[src/rtl/phase_scheduler.sv]
// Traffic-light phase scheduler: Moore FSM stepping MG/MY/AR1/WALK/SG/SY/AR2 on Tick pulses.
// Define SIDE_EXTEND_EN to let a present side vehicle stretch side green up to T_SG_MAX.
module phase_scheduler #(
  parameter int T_MG     = 8,
  parameter int T_Y      = 2,
  parameter int T_AR     = 1,
  parameter int T_SG     = 4,
  parameter int T_WALK   = 4,
  parameter int T_SG_MAX = 8
) (
  input  logic       Clk,
  input  logic       ResetN,
  input  logic       Tick,
  input  logic       Sensor,
  input  logic       WalkButton,
  output logic       MainGreen,
  output logic       MainYellow,
  output logic       MainRed,
  output logic       SideGreen,
  output logic       SideYellow,
  output logic       SideRed,
  output logic       WalkLight,
  output logic [2:0] Phase
);

  localparam int CW = 8;

  // Last counter value of each phase: the phase ends on the Tick seen at this count.
  localparam logic [CW-1:0] MG_LAST   = CW'(T_MG - 1);
  localparam logic [CW-1:0] Y_LAST    = CW'(T_Y - 1);
  localparam logic [CW-1:0] AR_LAST   = CW'(T_AR - 1);
  localparam logic [CW-1:0] SG_LAST   = CW'(T_SG - 1);
  localparam logic [CW-1:0] WALK_LAST = CW'(T_WALK - 1);

  typedef enum logic [2:0] {
    S_MG   = 3'd0,
    S_MY   = 3'd1,
    S_AR1  = 3'd2,
    S_WALK = 3'd3,
    S_SG   = 3'd4,
    S_SY   = 3'd5,
    S_AR2  = 3'd6
  } state_t;

  state_t        state_q, state_d;
  logic [CW-1:0] cnt_q, cnt_d;
  logic          walk_req_q, walk_req_d;
  logic [CW-1:0] last;
  logic          expire;

`ifdef SIDE_EXTEND_EN
  localparam logic [CW-1:0] SG_MAX_LAST = CW'(T_SG_MAX - 1);

  logic [CW-1:0] sg_last_q, sg_last_d;
  logic [CW-1:0] sg_last_ext;

  always_ff @(posedge Clk or negedge ResetN) begin
    if (!ResetN) begin
      sg_last_q <= SG_LAST;
    end else begin
      sg_last_q <= sg_last_d;
    end
  end

  // Each extension adds two Ticks but never pushes side green past the ceiling.
  always_comb begin
    sg_last_ext = sg_last_q + CW'(2);
    if (sg_last_ext > SG_MAX_LAST) begin
      sg_last_ext = SG_MAX_LAST;
    end
  end
`endif

  always_ff @(posedge Clk or negedge ResetN) begin
    if (!ResetN) begin
      state_q    <= S_MG;
      cnt_q      <= '0;
      walk_req_q <= 1'b0;
    end else begin
      state_q    <= state_d;
      cnt_q      <= cnt_d;
      walk_req_q <= walk_req_d;
    end
  end

  always_comb begin
    last = MG_LAST;
    case (state_q)
      S_MG:          last = MG_LAST;
      S_MY, S_SY:    last = Y_LAST;
      S_AR1, S_AR2:  last = AR_LAST;
      S_WALK:        last = WALK_LAST;
`ifdef SIDE_EXTEND_EN
      S_SG:          last = sg_last_q;
`else
      S_SG:          last = SG_LAST;
`endif
      default:       last = MG_LAST;
    endcase
  end

  assign expire = Tick && (cnt_q >= last);

  always_comb begin
    state_d = state_q;
    cnt_d   = cnt_q;
`ifdef SIDE_EXTEND_EN
    sg_last_d = sg_last_q;
`endif
    if (Tick) begin
      cnt_d = cnt_q + 1'b1;
    end

    case (state_q)
      S_MG: begin
        if (expire) begin
          if (Sensor || walk_req_q) begin
            state_d = S_MY;
          end else begin
            // Minimum time served with nobody waiting: park at the last count.
            cnt_d = MG_LAST;
          end
        end
      end
      S_MY: begin
        if (expire) state_d = S_AR1;
      end
      S_AR1: begin
        if (expire) state_d = walk_req_q ? S_WALK : S_SG;
      end
      S_WALK: begin
        if (expire) state_d = S_MG;
      end
      S_SG: begin
        if (expire) begin
`ifdef SIDE_EXTEND_EN
          if (Sensor && (sg_last_q < SG_MAX_LAST)) begin
            sg_last_d = sg_last_ext;
          end else begin
            state_d = S_SY;
          end
`else
          state_d = S_SY;
`endif
        end
      end
      S_SY: begin
        if (expire) state_d = S_AR2;
      end
      S_AR2: begin
        if (expire) state_d = S_MG;
      end
      default: begin
        state_d = S_MG;
      end
    endcase

    if (state_d != state_q) begin
      cnt_d = '0;
    end
`ifdef SIDE_EXTEND_EN
    if (state_q != S_SG) begin
      sg_last_d = SG_LAST;
    end
`endif
  end

  // Clearing on WALK entry takes priority over a press on that same edge.
  always_comb begin
    walk_req_d = walk_req_q | (WalkButton && (state_q != S_WALK));
    if ((state_d == S_WALK) && (state_q != S_WALK)) begin
      walk_req_d = 1'b0;
    end
  end

  always_comb begin
    MainGreen  = 1'b0;
    MainYellow = 1'b0;
    MainRed    = 1'b1;
    SideGreen  = 1'b0;
    SideYellow = 1'b0;
    SideRed    = 1'b1;
    WalkLight  = 1'b0;
    case (state_q)
      S_MG: begin
        MainGreen = 1'b1;
        MainRed   = 1'b0;
      end
      S_MY: begin
        MainYellow = 1'b1;
        MainRed    = 1'b0;
      end
      S_WALK: WalkLight = 1'b1;
      S_SG: begin
        SideGreen = 1'b1;
        SideRed   = 1'b0;
      end
      S_SY: begin
        SideYellow = 1'b1;
        SideRed    = 1'b0;
      end
      default: ;
    endcase
  end

  assign Phase = state_q;

endmodule

[config.mk]
export PLATFORM = sky130hd
export DESIGN_NAME = phase_scheduler
export DESIGN_NICKNAME = d
export VERILOG_FILES = /design/src/rtl/phase_scheduler.sv
export SDC_FILE = /design/constraint.sdc
export NUM_CORES = 1
export LEC_CHECK = 0
export CAP_MARGIN = 20
export CORE_ASPECT_RATIO = 1.1
export CORE_MARGIN = 2
export CORE_UTILIZATION = 40
export CTS_CLUSTER_DIAMETER = 200
export CTS_CLUSTER_SIZE = 24
export DETAILED_ROUTE_END_ITERATION = 10
export PLACE_DENSITY = 0.72
export REMOVE_ABC_BUFFERS = 1
export SKIP_LAST_GASP = 1
export SYNTH_ARGS = -nofsm -noshare
export SYNTH_HDL_FRONTEND = slang
export SYNTH_SLANG_ARGS = --single-unit
[constraint.sdc]
create_clock -name Clk -period 2.2 [get_ports Clk]
set_input_delay 0.33 -clock Clk [delete_from_list [all_inputs] [get_ports Clk]]
set_output_delay 0.33 -clock Clk [all_outputs]
set_load 0.05 [all_outputs]
# Word level (Yosys, flattened, before mapping)
# Index checks and enable logic that the tools add are counted.
dict set report op_classes {
  addsub 1
  order_cmp 1
  n_eq_ne 9
  n_mux 23
  n_bitwise 1
  reduce_logical 11
}
# op n
set op_table {}
lappend op_table {{$mux 8} 5}
lappend op_table {{$mux 3} 8}
lappend op_table {{$pmux 3 s6} 1}
lappend op_table {{$reduce_or 2->1} 6}
lappend op_table {{$eq 3x2->1 const B} 3}
lappend op_table {{$eq 3x3->1 const B} 3}
lappend op_table {{$pmux 3 s3} 1}
lappend op_table {{$add 8x1->8 const B} 1}
lappend op_table {{$ge 8x8->1} 1}
lappend op_table {{$mux 1} 8}
lappend op_table {{$eq 3x1->1 const B} 1}
lappend op_table {{$logic_and 1x1->1} 3}
lappend op_table {{$logic_not 3->1} 1}
lappend op_table {{$ne 3x2->1 const B} 1}
lappend op_table {{$ne 3x3->1} 1}
lappend op_table {{$logic_or 1x1->1} 1}
lappend op_table {{$or 1x1->1} 1}
dict set report word_totals {
  register_bits 12
  inputBits 5
  output_inout_bits 10
  elab_cells 49
}

# Logic depth before layout (Yosys ltp)
dict set report depth {
  word_depth 10
  depth_mapped 10
  ltp_nobuf 9
}

# Worst setup path before layout
# Ideal clock, no wire load.
dict set report synth_timing {
  path_type {reg2reg}
  startpoint {register state_q[1] (netlist: Phase[1])}
  endpoint {register state_q[0] (netlist: Phase[0])}
  setup_time_ns 0.094
  arrival_time_ns 3.028
  required_ns 2.106
  path_slack_ns -0.922
  path_stages_with_launch 11
  n_path_buf 1
  period_less_slack_ns 3.122
  path_cell_list {dfrtp_1 -> buf_6 -> or2_4 -> nor2_1 -> nor2b_1 -> ha_1 -> o21ai_0 -> a21o_1 -> a21oi_1 -> o31ai_1 -> a211oi_1}
}
dict set report synth_between {
  elab_chain_len 7
  word_cells_on_any_way 21
  cone_classes {1 x order compare; 6 x eq/ne; 8 x mux; 6 x reduce/logical}
}
# element line
set synth_lines {}
lappend synth_lines {{from (decl)} 45} ;# state_t state_q, state_d;
lappend synth_lines {{from (signal assigned)} 80} ;# state_q <= state_d;
lappend synth_lines {{$eq 3x3->1 (tied with other cells)} {88, 114}}
lappend synth_lines {{$reduce_or 2->1 (on tied branches)} n/a}
lappend synth_lines {{$pmux 3 s3} 88} ;# case (state_q)
lappend synth_lines {{$ge 8x8->1} 102} ;# assign expire = Tick && (cnt_q >= last);
lappend synth_lines {{$logic_and 1x1->1} 102}
lappend synth_lines {{$mux 3 (tied with other cells)} {132, 151}}
lappend synth_lines {{$pmux 3 s6 *} 114} ;# case (state_q)
lappend synth_lines {{named net state_d[0]} 45}
# Mark *: on every way through the listed nets, which the timed path passes. The rest lies on a longest branch.

# Final worst setup path
dict set report layout_timing {
  startpoint {register state_q[0] (netlist: Phase[0])}
  endpoint {output port Phase[0]}
}
# element line
set layout_rtl {}
lappend layout_rtl {{to (decl)} 23} ;# output logic [2:0] Phase
# No word-level cell between the ends.

==> metrics.md <==
| Metric | Value |
|---|---|
| Post-Synth XOR/XNOR Area | 6.656% |
| WHS | 392.6 ps |
| Hpwl dp | 1.395 mm |
| Final TNS setup | 0 ps |
| Post-synth EDFFs | 0 |
| RSZ-0062 raised after global routing | no |
| Status | complete, no violations |
| Vias in the first global route | 693 |
| Final cell count without fillers | approximately 140 |
| Max_cap viols | 0 |
| Worst r2r path cells | 9 |
| Worst setup SP type | flop |
| Fillers | approximately 180 |
| Final GP Congestion | between 0.8 and 0.9 |
| FP Rows | 16 |
| Residual DRC | 0 |
| Worst-path clk slew | ~80 ps |
| Die W | 46.36 um |
| Simple-Gate Fraction of Synth Area | between 20% and 30% |
| CP top delay family | buffers and inverters |
| Die Y | slightly above 50 um |
| Wire per inst | 13.39 um |
| PnR worst setup slack | 93.46 ps |
| Main combinational cell family by area after synthesis | simple AND/OR/NAND/NOR gates |
| CORE AREA | 1822 um2 |
| Fin. max-slew vios | 0 |
| Minimum clock period | 2107 ps |
| Initial DRC Count | 1 |
| Count of cell types in the netlist | 34 |
| Largest net degree at the start of global routing | 13 |
| # clock sinks | 12 |
| Crit path launch | Phase[0] |
| NumNets Final | 118 |
| Final period util | between 90% and 100% |
| R2r endpoint | Phase[1] |
| Ratio of cells with drive above 1 in the final layout | 23.15% |
| Register bit total from synthesis | 12 |
| Cell Pwr Density | 1742 nW/um2 |
| Clock Skew | approximately 1.9 ps |
| Crit-path cells | buf_4 -> clkdlybuf4s50_1 |
| Initial antenna violation count | 0 |
| Fmax | 474.7 MHz |
| First-pass GRT wire length | 3.118 mm |
| Worst-Skew Late Latency | 280 ps |
| I/O pins | 15 |
| Initial Util | 43.34% |
| Commonest non-fill, non-tap cell in the layout | nor2_1 |
| Mapped cell area | 789.5 um2 |
| Vias per cell | ~5.2 |
| CTS Buffer Depth | 2 |
| Synth Area in Compound Gates | a little under 20% |
| Setup WS pre-CTS | just under 50 ps |
| Cell count after synthesis | 88 |
| Post-layout util | 56.11% |
| Worst Hold Class | input port to async pin |
| Critical path capture point type | primary output |
| Sequential element share of the synthesized area | 38.03% |
| Final WL | 1.807 mm |
| WP data required | 1870 ps |
| Crit path buf inv count | 2 |
| CTS Buf Count | 3 |
| Commonest register cell after synthesis | dfrtp_1 |
| Tot GR Track Use | between 10% and 20% |
| Inst Count DP | 131 |
| Drt first pass iters | 2 |
| Post-CTS setup buffers | 0 |
| R2R Setup Slk | 170 ps |
| Crit path largest cell delay | 810 ps |
| Die area | 2346 um2 |
| Mux cell area share after synthesis | 0% |
| CP max-delay cell | clkdlybuf4s50_1 |
| Area share of fa/ha/maj cells after synthesis | 6.339% |
| H-tree depth | 1 |
| Via count | 707 |
| ANT nets after route | 0 |
| Grt ovf | 0 |
| Commonest cells after routing, fill and taps aside | nor2_1 (16), dfrtp_1 (12), buf_4 (10), clkdlybuf4s50_1 (8), nand2_1 (6) |
| CTS tree | built |
| Final hold viol count | 0 |
| Critical R2R Launch | Phase[2] |
| Worst-Margin Slew | 527.9 ps |
| Area grow syn2layout | 29.48% |
| Final setup violation count | 0 |
| FFs w/ async S/R, synth | between 90% and 100% |
| Diode count | 0 |
| Critical Path Fanout Max | 8 |
| Max_slew headroom | 64.70% |
| CTS Root Buffer Type | clkbuf_4 |
| VDD IR max | approximately 1.1 mV |
| Leakage | 0.0004477 uW |
| Worst Path Arrival | 1780 ps |
| IO buf count | 14 |
| Crit path kind | flop to primary output |
| Yosys warnings | 0 |
| Avg Cell Area, Syn | 8.972 um2 |
-- worst reg2reg max path: cells and delay by family (launching register included) --
kind                       cells  cell delay (ps)
AOI/OAI and AO/OA              5              790
adders and majority gates      1              270
DFF                            1              380
and+or+nand+nor                3              480
-- through the flow --
stage	power (uW)	area, um2
final	1781	1022
after CTS	1723	999.7
after global routing	1931	1022
after floorplan	1185	774.5
after global placement	1509	963.4
after detailed placement	1534	963.4
-- where the power goes --
| part | leakage [uW] | internal [uW] | switching (uW) |
|---|---|---|---|
| clock | 0.0000210 | 101 | 78.9 |
| sequential | 0.000153 | 291 | 81.7 |
| combinational | 0.000273 | 458 | 770 |
| total | 0.000448 | 850 | 931 |
-- flip-flops by register name, summed over array words and instances, names as in the netlist --
signal      cells
cnt_q           8
Phase           3
walk_req_q      1
-- how the worst max path moves through the flow --
stage | cells past startpoint | to | slack [ps]
final | 2 | Phase[0] | 90
after global routing | 9 | cnt_q[5] | 10
after CTS | 9 | Phase[0] | 10
after detailed placement | 9 | Phase[0] | 50
after global placement | 9 | Phase[2] | 160
after floorplan | 9 | Phase[2] | -900
-- timing repair --
action                     CTS  global route
setup endpoints to repair    0             9
hold buffers                 0             0
resized for setup            0             7
-- synth_stat cells (all sizes together), types with 2 or more instances --
cell / n / area share, %
nor2b: 3 / 2.4
xor2: 5 / 5.5
a211oi: 3 / 2.9
ha: 4 / 6.3
nor2: 17 / 8.1
inv: 4 / 1.9
nand2: 6 / 2.9
o21ai: 6 / 4.3
nand2b: 2 / 1.6
and2: 2 / 1.6
dfrtp: 12 / 38
a21oi: 3 / 1.9
nand3: 2 / 1.3
nor4: 2 / 3.5
-- final cells by class --
cell class,count,area (um2),share of cell area [%]
clock buffer,4,36.28,3.550
inverter,4,15.01,1.469
multi-input combinational,70,481.7,47.12
sequential,12,300.3,29.38
tap,27,33.78,3.305
timing repair buffer,18,155.1,15.18
-- cell families (layout without fill, tap and decap cells) --
family	count (synthesis)	after routing
AO/OA/AOI/OAI	21	21
XOR/XNOR	6	6
buffers and inverters	6	26
adder cells (fa/ha/maj)	4	4
AND/OR/NAND/NOR	39	39
flip-flops	12	12
-- per-layer routing --
layer	vias up	global-route usage [%]	share of wire [%]
li1	352	-	-
met1	333	24.34	44
met2	18	28.01	50
met3	4	2.518	3.7
met4	0	11.43	2.5
met5	-	0	0
Note: power is estimated with default switching activity, not from simulation.
